==> src/rtl/seq_pkg.sv <==
// Shared state encoding, opcode constants and watchdog limit for the program sequencer.
package seq_pkg;

    typedef enum logic [2:0] {
        StIdle,
        StFetch,
        StLoad,
        StIssue,
        StImm,
        StWaitDone,
        StFinish
    } seq_state_e;

    localparam logic [2:0] OPC_MV  = 3'b000;
    localparam logic [2:0] OPC_MVI = 3'b001;
    localparam logic [2:0] OPC_ADD = 3'b010;
    localparam logic [2:0] OPC_SUB = 3'b100;

    localparam int unsigned OPC_HI = 8;
    localparam int unsigned OPC_LO = 6;

    localparam logic [3:0] WD_LIMIT = 4'd15;

    function automatic logic is_mvi(input logic [2:0] opc);
        return opc == OPC_MVI;
    endfunction

endpackage

==> src/rtl/seq_pc.sv <==
// Program counter with clear, +1 and +2 controls; one bit wider than the ROM address
// so a full-length program ends at 2^ADDR_W instead of wrapping.
module seq_pc #(
    parameter int unsigned ADDR_W = 5
) (
    input  logic            Clk,
    input  logic            Resetn,
    input  logic            i_clr,
    input  logic            i_inc1,
    input  logic            i_inc2,
    output logic [ADDR_W:0] o_pc,
    output logic [ADDR_W:0] o_pc_nxt
);

    localparam logic [ADDR_W:0] PC_ONE = {{ADDR_W{1'b0}}, 1'b1};
    localparam logic [ADDR_W:0] PC_TWO = PC_ONE + PC_ONE;

    logic [ADDR_W:0] r_pc;

    always_comb begin
        o_pc_nxt = r_pc;
        if (i_clr) begin
            o_pc_nxt = '0;
        end else if (i_inc2) begin
            o_pc_nxt = r_pc + PC_TWO;
        end else if (i_inc1) begin
            o_pc_nxt = r_pc + PC_ONE;
        end
    end

    always_ff @(posedge Clk or negedge Resetn) begin
        if (!Resetn) begin
            r_pc <= '0;
        end else begin
            r_pc <= o_pc_nxt;
        end
    end

    assign o_pc = r_pc;

endmodule

==> src/rtl/prog_sequencer.sv <==
// Fetches words from a synchronous ROM and issues them to a processor with a Run pulse.
// Optional watchdog on the Done wait is enabled by defining SEQ_WATCHDOG_EN.
module prog_sequencer
    import seq_pkg::*;
#(
    parameter int unsigned ADDR_W = 5,
    parameter int unsigned WORD_W = 9
) (
    input  logic              Clk,
    input  logic              Resetn,
    input  logic              Start,
    input  logic [ADDR_W:0]   ProgLen,
    output logic [ADDR_W-1:0] MemAddr,
    input  logic [WORD_W-1:0] MemData,
    output logic [WORD_W-1:0] DIN,
    output logic              Run,
    input  logic              Done,
    output logic              Busy,
    output logic              Finished,
    output logic              Error
);

    seq_state_e        r_state;
    logic [ADDR_W-1:0] r_mem_addr;
    logic [WORD_W-1:0] r_din;
    logic              r_run;
    logic              r_busy;
    logic              r_finished;
    logic              r_error;
    logic              r_is_mvi;
`ifdef SEQ_WATCHDOG_EN
    logic [3:0]        r_wd_cnt;
`endif

    logic [ADDR_W:0]   w_pc;
    logic [ADDR_W:0]   w_pc_nxt;
    logic [ADDR_W:0]   w_pc_plus1;
    logic              w_pc_clr;
    logic              w_step;
    logic              w_inc1;
    logic              w_inc2;
    logic              w_mem_mvi;
    logic              w_din_mvi;

    assign w_pc_clr   = Start && (r_state == StIdle || r_state == StFinish);
    assign w_step     = (r_state == StWaitDone) && Done;
    assign w_inc1     = w_step && !r_is_mvi;
    assign w_inc2     = w_step && r_is_mvi;
    assign w_pc_plus1 = w_pc + {{ADDR_W{1'b0}}, 1'b1};
    assign w_mem_mvi  = is_mvi(MemData[OPC_HI:OPC_LO]);
    assign w_din_mvi  = is_mvi(r_din[OPC_HI:OPC_LO]);

    seq_pc #(
        .ADDR_W (ADDR_W)
    ) u_pc (
        .Clk      (Clk),
        .Resetn   (Resetn),
        .i_clr    (w_pc_clr),
        .i_inc1   (w_inc1),
        .i_inc2   (w_inc2),
        .o_pc     (w_pc),
        .o_pc_nxt (w_pc_nxt)
    );

    always_ff @(posedge Clk or negedge Resetn) begin
        if (!Resetn) begin
            r_state    <= StIdle;
            r_mem_addr <= '0;
            r_din      <= '0;
            r_run      <= 1'b0;
            r_busy     <= 1'b0;
            r_finished <= 1'b0;
            r_error    <= 1'b0;
            r_is_mvi   <= 1'b0;
`ifdef SEQ_WATCHDOG_EN
            r_wd_cnt   <= '0;
`endif
        end else begin
            r_run <= 1'b0;
`ifdef SEQ_WATCHDOG_EN
            r_wd_cnt <= '0;
`endif
            unique case (r_state)
                StIdle, StFinish: begin
                    if (Start) begin
                        r_error    <= 1'b0;
                        r_mem_addr <= '0;
                        if (ProgLen == '0) begin
                            r_state    <= StFinish;
                            r_busy     <= 1'b0;
                            r_finished <= 1'b1;
                        end else begin
                            r_state    <= StFetch;
                            r_busy     <= 1'b1;
                            r_finished <= 1'b0;
                        end
                    end
                end
                StFetch: begin
                    r_state <= StLoad;
                end
                StLoad: begin
                    r_din <= MemData;
                    // An MVI with no immediate word left is rejected before Run goes out.
                    if (w_mem_mvi && (w_pc_plus1 >= ProgLen)) begin
                        r_error    <= 1'b1;
                        r_state    <= StFinish;
                        r_busy     <= 1'b0;
                        r_finished <= 1'b1;
                    end else begin
                        r_run      <= 1'b1;
                        r_mem_addr <= w_pc_plus1[ADDR_W-1:0];
                        r_state    <= StIssue;
                    end
                end
                StIssue: begin
                    r_is_mvi <= w_din_mvi;
                    r_state  <= w_din_mvi ? StImm : StWaitDone;
                end
                StImm: begin
                    r_din   <= MemData;
                    r_state <= StWaitDone;
                end
                StWaitDone: begin
                    if (Done) begin
                        if (w_pc_nxt >= ProgLen) begin
                            r_state    <= StFinish;
                            r_busy     <= 1'b0;
                            r_finished <= 1'b1;
                        end else begin
                            r_mem_addr <= w_pc_nxt[ADDR_W-1:0];
                            r_state    <= StFetch;
                        end
                    end
`ifdef SEQ_WATCHDOG_EN
                    else if (r_wd_cnt == WD_LIMIT - 4'd1) begin
                        r_error    <= 1'b1;
                        r_state    <= StFinish;
                        r_busy     <= 1'b0;
                        r_finished <= 1'b1;
                    end else begin
                        r_wd_cnt <= r_wd_cnt + 4'd1;
                    end
`endif
                end
                default: begin
                    r_state    <= StIdle;
                    r_busy     <= 1'b0;
                    r_finished <= 1'b0;
                end
            endcase
        end
    end

    assign MemAddr  = r_mem_addr;
    assign DIN      = r_din;
    assign Run      = r_run;
    assign Busy     = r_busy;
    assign Finished = r_finished;
    assign Error    = r_error;

endmodule

==> config.mk <==
export PLATFORM = sky130hd
export DESIGN_NAME = prog_sequencer
export DESIGN_NICKNAME = d
export VERILOG_FILES = /design/src/rtl/seq_pkg.sv /design/src/rtl/seq_pc.sv /design/src/rtl/prog_sequencer.sv
export SDC_FILE = /design/constraint.sdc
export NUM_CORES = 1
export LEC_CHECK = 0
export BUFFER_PORTS_ARGS = -buffer_cell sky130_fd_sc_hd__buf_2
export CAP_MARGIN = 20
export CORE_MARGIN = 5
export CORE_UTILIZATION = 40
export DETAILED_ROUTE_END_ITERATION = 10
export PLACE_DENSITY_LB_ADDON = 0.05
export RECOVER_POWER = 100
export SYNTH_ARGS = -nofsm -noshare
export SYNTH_HDL_FRONTEND = slang
export SYNTH_SLANG_ARGS = --single-unit
==> constraint.sdc <==
create_clock -name Clk -period 7.3 [get_ports Clk]
set_input_delay 0 -clock Clk [delete_from_list [all_inputs] [get_ports Clk]]
set_output_delay 0 -clock Clk [all_outputs]
set_load 0.1 [all_outputs]
Yosys cells after proc, flatten, opt, wreduce, memory -nomap -nowiden
Cells that the tools add are included.
{ "classes": {"n_addsub": 2, "mul": 0, "div_mod_pow": 0, "n_lt_le_gt_ge": 2, "n_eq_ne": 14, "shift": 0, "muxes": 31, "bitwise_logic": 1, "reduce_logical": 18} }
{ "op_table": {"columns": ["op", "n"], "rows": [
  ["two-way mux 5 bit", 4],
  ["two-way mux 6 bit", 3],
  ["case mux 3 bit (6 select lines)", 1],
  ["two-way mux 3 bit", 5],
  ["case mux 5 bit (3 select lines)", 1],
  ["two-way mux 1 bit", 14],
  ["greater-or-equal comparator 6 bit", 2],
  ["!= test 2 bit, second input constant", 5],
  ["AND reduction 5 bit", 2],
  ["equality test 3 x 1 -> 1 bit, second input constant", 3],
  ["equality test 3 bit, second input constant", 3],
  ["case mux 1 bit (4 select lines)", 2],
  ["adder 6 x 1 -> 6 bit, second input constant", 1],
  ["adder 6 x 2 -> 6 bit, second input constant", 1],
  ["equality test 3 x 2 -> 1 bit, second input constant", 2],
  ["logical NOT 6 bit", 1],
  ["logical AND 1 bit", 5],
  ["OR reduction 2 bit", 2],
  ["logical NOT 3 bit", 1],
  ["AND reduction 3 bit", 1],
  ["nonzero test 3 bit", 1],
  ["OR reduction 3 bit", 1],
  ["!= test 2 x 1 -> 1 bit, second input constant", 1],
  ["case mux 1 bit (2 select lines)", 1],
  ["other kinds (5)", 5]
]} }
{ "word_totals": {"regBits": 28, "latch_bits": 0, "ramBits": 0, "romBits": 0, "output_inout_bits": 18, "word_cells": 77, "memories": 0} }

Longest topological paths before layout
Gate-level depths: netlist of the first run.
{ "depth": {"ltp_word": 10, "depth_mapped": 13, "mapped_depth_nobuf": 12} }

Modules after synthesis
A second synthesis of the first run with hierarchy kept.
{ "hier_totals": {"hier_cells": 188, "area_unflattened_um2": 1938.1} }
{ "modules_own_cells": {"columns": ["mod", "instances", "cells_each", "area_each_um2"], "rows": [
  ["prog_sequencer", 1, 152, 1596.5],
  ["seq_pc", 1, 36, 341.6]
]} }

Worst setup path after synthesis of the first run
No wires, ideal clock.
{ "synth_path": {"path_kind": "register -> register", "startpoint": "reg r_state[2]", "endpoint": "reg r_mem_addr[3] (netlist: MemAddr[3])", "t_arrival_ns": 3.316, "t_required_ns": 7.174, "slack_ns": 3.858, "stages_incl_launch_ff": 13, "path_buffers": 1, "synth_period_minus_slack_ns": 3.442, "path_cell_list": "dfrtp_1 buf_2 xor2_1 nor2_1 or2_2 ha_1 nand2b_1 a2111oi_0 nor3_1 maj3_4 a211oi_4 or2_4 mux2_4"} }
{ "synth_between": {"elab_chain_cells": 9} }
{ "synth_rtl": {"columns": ["element", "line", "text"], "rows": [
  ["start, declared", "prog_sequencer.sv:23", "seq_state_e r_state;"],
  ["start signal, assigned", "prog_sequencer.sv:67", "r_state <= StIdle;"],
  ["start signal, assigned", "prog_sequencer.sv:89", "r_state <= StFinish;"],
  ["start signal, assigned", "prog_sequencer.sv:93", "r_state <= StFetch;"],
  ["equality test 3 bit", "prog_sequencer.sv:46, prog_sequencer.sv:83", null],
  ["logical AND 1 bit", "prog_sequencer.sv:46", "assign w_step = (r_state == StWaitDone) && Done;"],
  ["logical AND 1 bit", "prog_sequencer.sv:47", "assign w_inc1 = w_step && !r_is_mvi;"],
  ["two-way mux 6 bit", "seq_pc.sv:26", "end else if (i_inc1) begin"],
  ["two-way mux 6 bit", "seq_pc.sv:24", "end else if (i_inc2) begin"],
  ["two-way mux 6 bit", "seq_pc.sv:22", "if (i_clr) begin"],
  ["greater-or-equal comparator 6 bit or two-way mux 5 bit (tied branches)", "prog_sequencer.sv:126", "if (w_pc_nxt >= ProgLen) begin"],
  ["!= test 2 bit (no source line) or two-way mux 5 bit (tied branches)", null, null],
  ["AND reduction 5 bit (no source line) or case mux 5 bit (3 select lines) (tied branches)", null, null],
  ["end signal, assigned", "prog_sequencer.sv:112", "r_mem_addr <= w_pc_plus1[ADDR_W-1:0];"],
  ["end signal, assigned", "prog_sequencer.sv:131", "r_mem_addr <= w_pc_nxt[ADDR_W-1:0];"],
  ["end, declared", "prog_sequencer.sv:24", "logic [ADDR_W-1:0] r_mem_addr;"]
]} }
Parallel ways exist; a longest one is shown, timed or not. The select of a mux whose other input is x is not followed.
A chain may end at the register's enable or synchronous reset.

Final worst setup path of the first run
{ "layout_path": {"startpoint": "reg r_state[0]", "endpoint": "reg r_mem_addr[3] (netlist: MemAddr[3])"} }
Same word-level chain as after synthesis.

==> results of run 1 <==
-- cells in the mapped netlist, drive strengths merged (2+ instances only) --
cell | count | area (sq um)
a211oi | 3 | 35.0
a21o | 2 | 15.0
a21oi | 16 | 83.8
and2 | 2 | 12.5
buf | 4 | 22.5
clkbuf | 5 | 18.8
dfrtp | 28 | 701
ha | 13 | 163
inv | 11 | 41.3
maj3 | 2 | 23.8
mux2 | 10 | 116
mux2i | 3 | 30.0
nand2 | 12 | 45.0
nand2b | 4 | 25.0
nand3 | 2 | 10.0
nand4 | 2 | 12.5
nor2 | 28 | 105
nor3 | 10 | 50.1
o211ai | 2 | 15.0
o21ai | 12 | 60.1
o22ai | 4 | 25.0
o31ai | 2 | 15.0
o41ai | 2 | 17.5
or2 | 3 | 21.3
or4 | 2 | 18.8
xnor2 | 4 | 35.0
xor2 | 4 | 35.0
-- sequential cells by signal, indices dropped and copies added, names as in the netlist --
name       count
r_state        3
u_pc.o_pc      6
Error          1
MemAddr        5
Run            1
DIN            9
r_is_mvi       1
Finished       1
Busy           1
-- worst max-delay path: stages, from the launching register on --
cell and delay, ns:
dfrtp_1 0.57, nand4b_1 0.41, nor2_1 0.28, xnor2_1 0.08, or2_2 0.29, ha_1 0.26, nand2b_1 0.14, a2111oi_0 0.40
nor3_1 0.12, maj3_1 0.41, a211oi_1 0.75, or2_0 0.33, mux2_2 0.36
-- layer usage --
metal  vias up  track usage (%)  wire length [um]
met1       795             22.1              2280
met2        23             29.4              2470
met4         0             3.67                27
met3         4             2.06                92
met5         -                0                 0
li1        827                -                 -
-- final timing paths --
kind | to | slack [ns] | start
max in group asynchronous | Run | 5.77 | Resetn
hold reg to reg | DIN[4] | 0.52 | DIN[4]
min in group asynchronous | u_pc.o_pc[0] | 0.63 | Resetn
hold / removal | r_state[1] | 0.1 | Done
setup / recovery | MemAddr[3] | 2.79 | r_state[0]
setup reg to reg | MemAddr[3] | 2.79 | r_state[0]
-- cell families after synthesis --
family	after synthesis
xor gates and xnor gates	8
AOI/OAI and AO/OA	53
muxes	13
DFF	28
adders and majority gates	15
buffers and inverters	20
and+or+nand+nor	69
-- stage by stage --
stage	setup slack, ns	hold slack (ns)	util, %	cells
global placement	3.59	0.0726	44.9	287
global route	2.43	0.103	47.1	301
floorplan	3.86	-0.296	-	206
CTS	3.54	0.110	48.5	301
finish	2.79	0.0985	47.1	301
detailed placement	3.54	0.0741	44.9	287
-- cell type report --
| type | instances | area, sq um | area share [%] |
|---|---|---|---|
| clock buffers | 3 | 41.3 | 1.88 |
| clock inverters | 1 | 30.0 | 1.37 |
| inverters | 11 | 41.3 | 1.88 |
| multi-input cells | 158 | 1060 | 48.2 |
| flip-flops and latches | 28 | 701 | 31.9 |
| well taps | 54 | 67.6 | 3.08 |
| repair buffers | 46 | 256 | 11.7 |
==> flow_summary.ini, run 1 <==
[outcome]
outcome = finished with violations
violations = max-capacitance violations, max-slew violations

[floorplan]
rows = 25
pin_count = 37
die-area_sq_um = 6180
core_area_sq_um = 4660
start_util_pct = 40.4
die_x_um = 78.6
die_h_um = 78.6

[worst_setup_path]
required_ns = 7.47
crit_fanout = 13
reg2regPathDepth = 12
end_kind = flop
crit_arrival_ns = 4.68
setup.worst_path.class = flop to flop
cp-start-kind = flop

[layout]
diodes = 0
final_cell_mix = dfrtp_1, nor2_1, clkbuf_1
num-fill-cells = 467
fin_nets = 280
syn_to_final_growth_pct = 16.6
drive_gt1_share_pct = 13.8
final_area_sq_um = 2200

[timing]
fin_crit_ns = 4.51
max_freq_ghz = 0.222
setup_viol = 0
slew_viol_final = 29
timing.setup.tns_ns = 0
worstMarginPinSlew_ns = 1.56
finClkSkew_ns = 0.00508
finalCritPeriodShare_pct = 61.8
max_slew_margin_pct = -3.67
finalHoldViolCount = 0
rsz0062_at_grt = no

[drt]
drc = 0
drt_iter0_markers = 88
final_antenna_net_count = 0
first_pass_iters = 4
num_vias = 1649
wire_per_inst_um = 16.2
post_drt_via_cell_ratio = 5.48
wl_mm = 4.86

[min_path]
min_path_cells = 3
hold_path_class = primary input to flop

[synthesis]
synth_edf_count = 0
yosys.area_share.adder_pct = 9.89
synth-xor-area-share_pct = 3.72
synth_fp_nets = 238
synth-seq-cells = 28
synth_area_per_cell_sq_um = 9.15
synth_simple_gate_area_share_pct = 18.3
netlist_area_sq_um = 1880
synth-compound-area-share_pct = 18.7
synth_top_family_by_area = compound AO/OA/AOI/OAI gates
synthCells = 206
synth_warnings = 0
ys.flop_type = dfrtp_1
ys_async_sr_fraction_pct = 100
yosysSeqAreaShare_pct = 37.2
synth_mux_area_share_pct = 7.77
synth_cell_types = 48

[clock_network]
cts_made_buffers = 3
cts_tree = done
post_cts_buffers = 0
path_clk_slew_ns = 0.10
worstSkewPairLatency_ns = 0.28
cts_hold_buf = 10
cts_sinks = 28
cts_buffer_depth = 2
cts_root_buf = clkbuf_8
htreeDepth = 1
cts_resized = 0

[placement]
port-buffer-count = 36
post-dp-hpwl_mm = 3.69
gp_congestion = 0.835
place_area_sq_um = 2090

[global_route]
grt_max_degree = 29
groute.usage.overall_pct = 16.8
antenna_found_initial = 0
overflow = 0
grt_pass1_wl_mm = 8.21
grt_pass1_vias = 1639

[run]
cap_violations = 1
Power of run 1 is left out: the tool's default activity adds up to more than one toggle a clock period on the data nets, which glitch-free logic cannot reach.
==> inputs of run 2 (changes only) <==
ABC_AREA = 1   (was not set)
clock period = 3.8 ns   (was 7.3 ns; I/O delays follow)
==> flow_summary.ini, run 2 <==
[outcome]
outcome = finished with violations
violations = max-capacitance violations, max-slew violations

[clock_network]
worstSkewPairLatency_ns = 0.28
cts_hold_buf = 10
cts_buffer_depth = 2
cts_root_buf = clkbuf_8
cts_resized = 0
path_clk_slew_ns = 0.09
cts_sinks = 28
htreeDepth = 1
post_cts_buffers = 0
cts_tree = done
cts_made_buffers = 3

[synthesis]
synth_cell_types = 35
synth-seq-cells = 28
ys_async_sr_fraction_pct = 100
yosys-top-cells-count = nand2_1, inv_1, dfrtp_1, nor2_1, ha_1
synth_edf_count = 0
synthTopCellsByArea = dfrtp_1, nand2_1, ha_1
synth_top_area_share_pct = 36.6
post-synth-top-count-cell = nand2_1
synth_warnings = 0
synth_top_area_cell = dfrtp_1
synthCells = 243
synth_fp_nets = 275
ys.flop_type = dfrtp_1
netlist_area_sq_um = 1910
yosysSeqAreaShare_pct = 36.6
synth_area_per_cell_sq_um = 7.87

[global_route]
overflow = 0
groute.usage.overall_pct = 16.7
antenna_found_initial = 0
grt_pass1_vias = 1769
grt_pass1_wl_mm = 8.31
grt_max_degree = 29

[drt]
post_drt_via_cell_ratio = 5.02
wire_per_inst_um = 13.3
drt_iter0_markers = 62
num_vias = 1728
wl_mm = 4.59
final_antenna_net_count = 0
first_pass_iters = 4
drc = 0

[worst_setup_path]
crit_fanout = 8
end_kind = flop
crit_arrival_ns = 3.28
crit_top_cell = nand2_1
crit_path_cell_trace = nand4_1 -> nor2_1 -> or2_2 -> nand3_1 -> ha_1 -> inv_1 -> a21boi_0 -> o21ai_0 -> nand2_1 -> a21oi_1 -> nand2_1 -> nand2_1 -> nand2_2 -> nand2_4 -> nand3_4 -> nand2_1 -> nand2_1
setup.worst_path.class = flop to flop
crit_slowest_cell = dfrtp_1
cp-start-kind = flop
required_ns = 3.97
cpPeakStageDelay_ns = 0.52

[layout]
drive_gt1_share_pct = 14.8
syn_to_final_growth_pct = 17.0
diodes = 0
layout_commonest_cell = nand2_1
fin_nets = 324
largest_register_ffs = 9
final_cell_mix = nand2_1, inv_1, dfrtp_1

[run]
cap_violations = 1

[timing]
rsz0062_at_grt = no
timing.setup.tns_ns = 0
slew_viol_final = 29
worstMarginPinSlew_ns = 1.58
finalHoldViolCount = 0
finClkSkew_ns = 0.00826
max_freq_ghz = 0.322
fin_crit_ns = 3.11
finalCritPeriodShare_pct = 81.8
max_slew_margin_pct = -5.54
setup_viol = 0

[placement]
gp_congestion = 0.914
port-buffer-count = 36
post-dp-hpwl_mm = 3.62

[floorplan]
start_util_pct = 40.7
rows = 25
die_x_um = 79.1
pin_count = 37
die_h_um = 79.1
core_area_sq_um = 4690
die-area_sq_um = 6260

[min_path]
hold_path_class = primary input to flop
run 2: critical path, delay by kind of cell, from the launching register on:
family | cells | cell delay, ns
and+or+nand+nor | 12 | 1.74
DFF | 1 | 0.52
buffers and inverters | 1 | 0.05
adders and majority gates | 1 | 0.32
AOI/OAI and AO/OA | 3 | 0.37
run 2: cells by family (layout without fill, tap and decap cells):
group                      Yosys count  count (layout)  share of synthesized area [%]
muxes                                6               6                           3.53
xor gates and xnor gates             2               2                          0.916
buffers and inverters               44              91                           9.10
and+or+nand+nor                    122             122                           31.3
adders and majority gates           13              13                           8.51
DFF                                 28              28                           36.6
AOI/OAI and AO/OA                   28              28                           9.95
run 2: metal layers:
metal | global-route usage [%] | wire, um | up-vias
met2 | 27.9 | 2150 | 26
met1 | 22.1 | 2220 | 803
met5 | 0 | 0 | -
li1 | - | - | 893
met4 | 4.81 | 64 | 0
met3 | 2.83 | 157 | 6
run 2: final timing paths:
kind,from,to,slack (ns),cells after the start
setup / recovery,r_state[0],MemAddr[0],0.69,17
hold / removal,Done,r_state[0],0.01,4
setup reg to reg,r_state[0],MemAddr[0],0.69,17
hold reg to reg,MemAddr[1],MemAddr[1],0.48,2
max in group asynchronous,Resetn,DIN[4],2.24,2
min in group asynchronous,Resetn,u_pc.o_pc[2],0.63,2
run 2: metrics by stage:
step                      utilization (%)  hold WS, ns  std cells  area (sq um)  worst slack, ns
after floorplan                         -       -0.296        243          1910             1.37
after global placement               45.7       0.0716        331          2140            0.940
after detailed placement             45.7       0.0832        331          2140            0.904
after CTS                            48.7       0.0331        344          2290            0.874
after global routing                 47.7       0.0360        344          2240            0.283
final                                47.7       0.0135        344          2240            0.691
run 2: layout make-up:
type                       count  area (sq um)
clock buffer                   3          41.3
fill                         479          2450
inverter                      42           159
multi-input combinational    171          1010
sequential                    28           701
tap                           54          67.6
timing repair buffer          46           256
Power of run 2 is left out for the same reason.
